<file path="src/rtl/uart_tx_arbiter.sv">
// Round-robin arbiter that lets several byte producers share one UART hex formatter.
// One transmission is in flight at a time; completion comes from the formatter's busy flag or an accept timeout.
module uart_tx_arbiter #(
    parameter int N_REQ          = 3,
    parameter int DATA_W         = 8,
    parameter int ACCEPT_TIMEOUT = 16,
    parameter int GAP_CYCLES     = 0,
    parameter int ID_W           = (N_REQ > 1) ? $clog2(N_REQ) : 1
) (
    input  logic                    clk,
    input  logic                    rst,
    input  logic [N_REQ-1:0]        req_valid,
    input  logic [N_REQ*DATA_W-1:0] req_data,
    output logic [N_REQ-1:0]        req_ack,
    output logic                    tx_start,
    output logic [DATA_W-1:0]       tx_data,
    input  logic                    tx_busy,
    output logic [ID_W-1:0]         grant_id,
    output logic                    arb_busy
);
    localparam int CNT_MAX  = (ACCEPT_TIMEOUT > GAP_CYCLES) ? ACCEPT_TIMEOUT : GAP_CYCLES;
    localparam int CNT_W    = (CNT_MAX > 0) ? $clog2(CNT_MAX + 1) : 1;
    localparam int CW       = ID_W + 1;
    localparam int SLOTS    = 1 << ID_W;
    localparam int PAD      = 1 << CW;
    localparam int TO_LAST  = (ACCEPT_TIMEOUT > 0) ? ACCEPT_TIMEOUT - 1 : 0;
    localparam int GAP_LAST = (GAP_CYCLES > 0) ? GAP_CYCLES - 1 : 0;

    typedef enum logic [2:0] {
        S_IDLE,
        S_ISSUE,
        S_WAIT_HI,
        S_WAIT_LO,
        S_GAP
    } state_t;

    state_t            state_reg;
    logic [ID_W-1:0]   last_reg;
    logic [CNT_W-1:0]  cnt_reg;

    logic [DATA_W-1:0] req_slice [SLOTS];
    logic [PAD-1:0]    valid_pad;
    logic [CW-1:0]     cand;
    logic              win_found;
    logic [ID_W-1:0]   win_idx;

    // Unused slots read as zero so the byte mux is indexed over a full power of two.
    genvar gi;
    generate
        for (gi = 0; gi < SLOTS; gi++) begin : g_slice
            if (gi < N_REQ) begin : g_real
                assign req_slice[gi] = req_data[gi*DATA_W +: DATA_W];
            end else begin : g_pad
                assign req_slice[gi] = '0;
            end
        end
    endgenerate

    assign valid_pad = PAD'(req_valid);

    // Walk from farthest to nearest after last_reg so the nearest valid requester wins.
    always_comb begin
        win_found = 1'b0;
        win_idx   = '0;
        cand      = '0;
        for (int k = N_REQ; k >= 1; k--) begin
            cand = {1'b0, last_reg} + CW'(k);
            if (cand >= CW'(N_REQ)) begin
                cand = cand - CW'(N_REQ);
            end
            if (valid_pad[cand]) begin
                win_found = 1'b1;
                win_idx   = cand[ID_W-1:0];
            end
        end
    end

    always_ff @(posedge clk or negedge rst) begin
        if (!rst) begin
            state_reg <= S_IDLE;
            tx_start  <= 1'b0;
            req_ack   <= '0;
            tx_data   <= '0;
            grant_id  <= '0;
            arb_busy  <= 1'b0;
            last_reg  <= ID_W'(N_REQ - 1);
            cnt_reg   <= '0;
        end else begin
            tx_start <= 1'b0;
            req_ack  <= '0;
            case (state_reg)
                S_IDLE: begin
                    if (win_found && !tx_busy) begin
                        state_reg <= S_ISSUE;
                        tx_data   <= req_slice[win_idx];
                        grant_id  <= win_idx;
                        last_reg  <= win_idx;
                        arb_busy  <= 1'b1;
                    end
                end
                S_ISSUE: begin
                    tx_start  <= 1'b1;
                    req_ack   <= N_REQ'(1) << grant_id;
                    cnt_reg   <= '0;
                    state_reg <= S_WAIT_HI;
                end
                S_WAIT_HI: begin
                    if (tx_busy) begin
                        state_reg <= S_WAIT_LO;
                    end else if (cnt_reg == CNT_W'(TO_LAST)) begin
                        cnt_reg <= '0;
                        if (GAP_CYCLES == 0) begin
                            state_reg <= S_IDLE;
                            arb_busy  <= 1'b0;
                        end else begin
                            state_reg <= S_GAP;
                        end
                    end else if (cnt_reg != '1) begin
                        cnt_reg <= cnt_reg + 1'b1;
                    end
                end
                S_WAIT_LO: begin
                    if (!tx_busy) begin
                        cnt_reg <= '0;
                        if (GAP_CYCLES == 0) begin
                            state_reg <= S_IDLE;
                            arb_busy  <= 1'b0;
                        end else begin
                            state_reg <= S_GAP;
                        end
                    end
                end
                S_GAP: begin
                    if (cnt_reg == CNT_W'(GAP_LAST)) begin
                        state_reg <= S_IDLE;
                        arb_busy  <= 1'b0;
                    end else if (cnt_reg != '1) begin
                        cnt_reg <= cnt_reg + 1'b1;
                    end
                end
                default: begin
                    state_reg <= S_IDLE;
                    arb_busy  <= 1'b0;
                end
            endcase
        end
    end
endmodule

</file>
<file path="config.mk">
export PLATFORM = sky130hd
export DESIGN_NAME = uart_tx_arbiter
export DESIGN_NICKNAME = d
export VERILOG_FILES = /design/src/rtl/uart_tx_arbiter.sv
export SDC_FILE = /design/constraint.sdc
export NUM_CORES = 1
export LEC_CHECK = 0
export BUFFER_PORTS_ARGS = -buffer_cell sky130_fd_sc_hd__buf_4
export CAP_MARGIN = 0
export CORE_ASPECT_RATIO = 1.4
export CORE_MARGIN = 4
export CORE_UTILIZATION = 47
export DETAILED_ROUTE_END_ITERATION = 10
export GPL_ROUTABILITY_DRIVEN = 0
export GPL_TIMING_DRIVEN = 0
export PLACE_DENSITY = 0.77
export SYNTH_ARGS = -nofsm -noshare
export SYNTH_HDL_FRONTEND = slang
export SYNTH_SLANG_ARGS = --single-unit
</file>
<file path="constraint.sdc">
create_clock -name clk -period 7.11 [get_ports clk]
set_input_delay 0.3555 -clock clk [delete_from_list [all_inputs] [get_ports clk]]
set_output_delay 0.3555 -clock clk [all_outputs]
set_load 0.03 [all_outputs]
</file>
Word-level counts from Yosys, hierarchy flattened
Cells that the tools add are included.
{"block": "word_totals", "reg_bits": 25, "out_inout_bits": 15}
{"block": "op_classes", "add_sub_neg": 7, "magnitude_cmp": 7, "eq_ne": 13, "shift": 1, "n_mux": 38, "n_bitwise": 2, "n_reduce_logical": 9}
{"cell": "2-to-1 mux 3 bit", "n": 9}
{"cell": "2-to-1 mux 5 bit", "n": 5}
{"cell": "case mux 5 bit (4 select lines)", "n": 1}
{"cell": "binary-select mux 8 bit (select 2 bit)", "n": 1}
{"cell": "2-to-1 mux 8 bit", "n": 2}
{"cell": "case mux 3 bit (5 select lines)", "n": 1}
{"cell": "< comparator 3 x 4 -> 1 bit (second input constant)", "n": 3}
{"cell": "2-to-1 mux 1 bit", "n": 12}
{"cell": "!= test 2 bit (second input constant)", "n": 6}
{"cell": "binary-select mux 1 bit (select 3 bit)", "n": 3}
{"cell": "greater-or-equal comparator 3 x 2 -> 1 bit (second input constant)", "n": 3}
{"cell": "subtractor 3 x 2 -> 3 bit (second input constant)", "n": 3}
{"cell": "AND reduction 4 bit", "n": 2}
{"cell": "adder 2 x 2 -> 3 bit (second input constant)", "n": 2}
{"cell": "== test 3 x 2 -> 1 bit (second input constant)", "n": 2}
{"cell": "2-to-1 mux 2 bit", "n": 3}
{"cell": "AND reduction 6 bit", "n": 1}
{"cell": "adder 5 x 1 -> 5 bit (second input constant)", "n": 1}
{"cell": "== test 5 x 4 -> 1 bit (second input constant)", "n": 1}
{"cell": "logical NOT 5 bit", "n": 1}
{"cell": "!= test 5 bit (second input constant)", "n": 1}
{"cell": "case mux 1 bit (5 select lines)", "n": 1}
{"cell": "nonzero test 4 bit", "n": 1}
{"cell": "adder 2 x 1 -> 3 bit (second input constant)", "n": 1}
{"cell": "other kinds (11)", "n": 11}

Depth between registers and ports, before layout
{"block": "depth", "depth_word": 12, "depth_mapped": 10, "ltp_nobuf": 8}

Worst setup path before layout
Ideal clock, no wire load.
{"block": "synth_timing", "kind": "reg-to-reg", "startpoint": "register last_reg[1]", "endpoint": "register tx_data[0]", "setup_ns": 0.080, "t_arrival_ns": 2.270, "setup_slack_ns": 4.760, "path_stages_with_launch": 11, "path_buffers": 3, "period_less_slack_ns": 2.350, "path_cell_list": "dfstp_2 inv_1 ha_1 buf_6 nand2b_4 a211o_1 a211o_1 buf_6 a21o_1 buf_6 o211ai_2"}
{"block": "synth_via", "elab_chain_len": 12, "elab_cells_between_ends": 30, "cone_classes": "add/sub (6); order compare (3); mux (18); bitwise (1); reduce/logical (2)"}
{"element": "start, declared", "line": "38", "source": "logic [ID_W-1:0] last_reg;"}
{"element": "start signal, assigned", "line": "86", "source": "last_reg <= ID_W'(N_REQ - 1);"}
{"element": "start signal, assigned", "line": "97", "source": "last_reg <= win_idx;"}
{"element": "adder 2 x 2 -> 3 bit", "line": "67", "source": "cand = {1'b0, last_reg} + CW'(k);"}
{"element": "subtractor 3 x 2 -> 3 bit or greater-or-equal comparator 3 x 2 -> 1 bit (tied branches)", "line": "69, 68"}
{"element": "2-to-1 mux 3 bit", "line": "68", "source": "if (cand >= CW'(N_REQ)) begin"}
{"element": "binary-select mux 1 bit (select 3 bit)", "line": "71", "source": "if (valid_pad[cand]) begin"}
{"element": "2-to-1 mux 1 bit (not written as such)", "line": "71"}
{"element": "2-to-1 mux 2 bit (3 in series)", "line": "71"}
{"element": "inverter 2 -> 3 bit (not written as such)", "line": "95", "source": "tx_data <= req_slice[win_idx];"}
{"element": "binary-select mux 8 bit (select 2 bit)", "line": "95"}
{"element": "2-to-1 mux 8 bit (not written as such) (2 in series)", "line": "95"}
{"element": "end signal, assigned", "line": "95"}
{"element": "end, declared", "line": "16", "source": "output logic [DATA_W-1:0] tx_data,"}
Parallel ways exist; a longest one is shown, timed or not. The select of a mux whose other input is x is not followed.
A chain may end at the register's enable or synchronous reset.

==> results.ini <==
[clocking]
worst_setup_hold_path_clk_slew_ps=80
cts_root_buf=sky130_fd_sc_hd__clkbuf_8
ctsResizeCount=0
cts_tree=built
cts_made_buffers=3
post_cts.repair.setup_buffers=0
clkLatencyLatePin_ps=260
cts_buffer_depth=2
num_clock_sinks=23
cts.hold.buffers_added=1
htreeDepth=1

[hold_path]
min_delay_path_depth=3
hp-start=req_data[20]
hold_path_end=tx_data[4]$_DFFE_PN0P_
worst_hold_path_type=input pin to register

[grt]
groute.layer.met1.usage_pct=24.16
grt_usage_pct=20.33
grt.met3_usage_pct=3.866
vias_in_the_first_global_route=1590
globalRouteMet2Util_pct=36.31
grt_pass1_wl_um=7376
grt_max_degree=24
grt_overflow_total=0
antenna_found_initial=0
grt.busiest_layer=met2

[sta]
fin_setup_tns_ps=0
fin_crit_sh_pct=37.32
max_freq_mhz=376.9
final-max-slew-violation-count=0
unrepaired_setup_endpoints_after_global_routing=no
setup_ws_ps=4457
final_count_of_hold_timing_violations=0
max_slew_margin_pct=49.92
post-route-min-period_ps=2653
worst_pin_slew_ps=751.3
setup_violations=0
finalClockSkew_ps=3.552
final.hold.worst_slack_ps=366.0

[setup_path]
ff2ff_setup_slack_ps=4460
arr_time_crit_path_ps=2840
worst_ep_required_time_ps=7290
worstPathMaxFanout=10
reg_to_reg_critical_path_endpoint=tx_data[1]$_DFFE_PN0P_
critical_path_startpoint_category=register
end_kind=register
crit-reg2reg-launch=grant_id[0]$_DFFE_PN0P_
cell_depth_of_the_worst_flop_to_flop_path=9
critPathKind=register to register

[power_and_ir_drop]
pwr-share-comb_pct=71.7
internal_power_summed_over_all_cells_uw=541.1
netSwitchingPower_uw=537.6
p_per_area_mw_per_mm2=527.0
switching_share_pct=49.84
power_frac_clock_pct=7.5
seq_power_share_pct=20.8
total_leakage_power_uw=0.0009759
vdd_drop_max_v=0.0002990

[floorplan]
die_span_x_um=57.51
boundaryPins=45
rows=24
die_area_mm2=0.004446
die_h_um=77.31
placeable_area_mm2=0.003213
start_util_pct=50.19

[layout]
finalNetCount=263
area_growth_pct=26.92
largest_register_ff_count=8
layout.cells.most_common=sky130_fd_sc_hd__buf_4
diodes=0
fillers=269
proportion_of_layout_cells_with_a_drive_suffix_above_1_pct=32.30
finalNonFillerCells=265
final_cell_mix=47 x sky130_fd_sc_hd__buf_4, 33 x sky130_fd_sc_hd__nand2_1, 22 x sky130_fd_sc_hd__dfrtp_1
final_area_mm2=0.002047

[synthesis]
syn_inst=177
avgSynthCellArea_um2=9.112
synth_enable_flop_cells=0
async_flop_share_pct=100.0
netlist.area_leader.share_pct=34.13
post_synthesis_net_count=213
yosys_most_used_dff=sky130_fd_sc_hd__dfrtp_1
total_number_of_yosys_warnings=0
synth_sequential_area_ratio_pct=35.76
synth_area_leaders=sky130_fd_sc_hd__dfrtp_1 34%, sky130_fd_sc_hd__nand2_1 7.7%, sky130_fd_sc_hd__o211ai_2 6.2%
synth_top_cell_by_area=sky130_fd_sc_hd__dfrtp_1
netlist_area_mm2=0.001613
post_synth_num_cell_types=45
flip_flop_and_latch_count_after_synthesis=23

[place]
dpl-instance-area_mm2=0.001992
dpl_worst_slack_ps=4479
numPlacedInstances=260
dp_hpwl_um=3438
buffer_ports.inserted=44

[detailed_routing]
drt-vias-per-instance=6.038
antenna_left=0
wl_um=4360
dr_total_vias=1600
first_iter_violations=91
drt_pass1_iterations=4
drt-wirelength-per-cell_um=16.45
route.detailed.drc=0

[run]
drv_cap=0

[outcome]
status=completed

[worst max-delay path, stage by stage, from the launching register on]
cell and delay, ps:
sky130_fd_sc_hd__dfrtp_1 510, sky130_fd_sc_hd__inv_1 160, sky130_fd_sc_hd__ha_1 350, sky130_fd_sc_hd__mux2_2 360, sky130_fd_sc_hd__o211ai_1 200, sky130_fd_sc_hd__buf_2 260, sky130_fd_sc_hd__buf_4 220, sky130_fd_sc_hd__nand2_1 80
sky130_fd_sc_hd__a32o_1 280, sky130_fd_sc_hd__o211ai_2 160
[metal layers]
layer	wire, um	up-vias
met2	2351	67
met3	254	5
li1	-	760
met5	0	-
met4	39	0
met1	1714	768
[kinds of logic after synthesis]
family / synth area share, %
and+or+nand+nor: 19.63
AOI/OAI and AO/OA: 30.34
DFF: 35.76
buffers and inverters: 7.835
adders and majority gates: 4.655
xor gates and xnor gates: 1.086
muxes: 0.6982
[cell usage after synthesis (all sizes together) (3+ instances only)]
library cell	count
nand2	33
dfrtp	22
a31oi	10
buf	9
nand4	9
o211ai	9
o21ai	9
a32o	8
a21oi	6
ha	6
a21boi	5
inv	5
nand2b	4
nor2	4
clkbuf	3
nand3	3
nor3	3
[layout make-up]
cell class                 count  area [um2]  share of cell area [%]
tap                           39       48.80                   2.384
multi-input combinational    135       909.6                   44.44
inverter                       6       22.52                   1.100
timing repair buffer          45       340.3                   16.63
clock buffer                   4       45.04                   2.200
buffer                        13       103.9                   5.073
sequential                    23       576.8                   28.18
[worst max-delay path by stage]
stage / start / to / slack (ps) / cells after the start
5_1_grt: grant_id[0]$_DFFE_PN0P_ / tx_data[5]$_DFFE_PN0P_ / 4280 / 9
6_report: grant_id[0]$_DFFE_PN0P_ / tx_data[1]$_DFFE_PN0P_ / 4460 / 9
2_1_floorplan: last_reg[1]$_DFFE_PN1P_ / tx_data[0]$_DFFE_PN0P_ / 4760 / 10
3_3_place_gp: grant_id[0]$_DFFE_PN0P_ / tx_data[5]$_DFFE_PN0P_ / 4530 / 9
3_5_place_dp: grant_id[0]$_DFFE_PN0P_ / tx_data[1]$_DFFE_PN0P_ / 4480 / 9
4_1_cts: grant_id[0]$_DFFE_PN0P_ / tx_data[1]$_DFFE_PN0P_ / 4440 / 9
[power groups by stage]
stage	Combinational (uW)	Clock, uW	Sequential [uW]
floorplan	507	0	281
global placement	740	0	222
detailed placement	766	0	227
CTS	770	81.4	224
global route	841	87.6	231
finish	774	80.6	224
[per-stage QoR]
stage               total power [uW]  util (%)
finish                          1079     63.71
global route                    1159     63.71
CTS                             1075     63.71
detailed placement             992.7     61.99
global placement               962.0     61.99
floorplan                      788.0         -
Power figures use the tool's default switching activity.
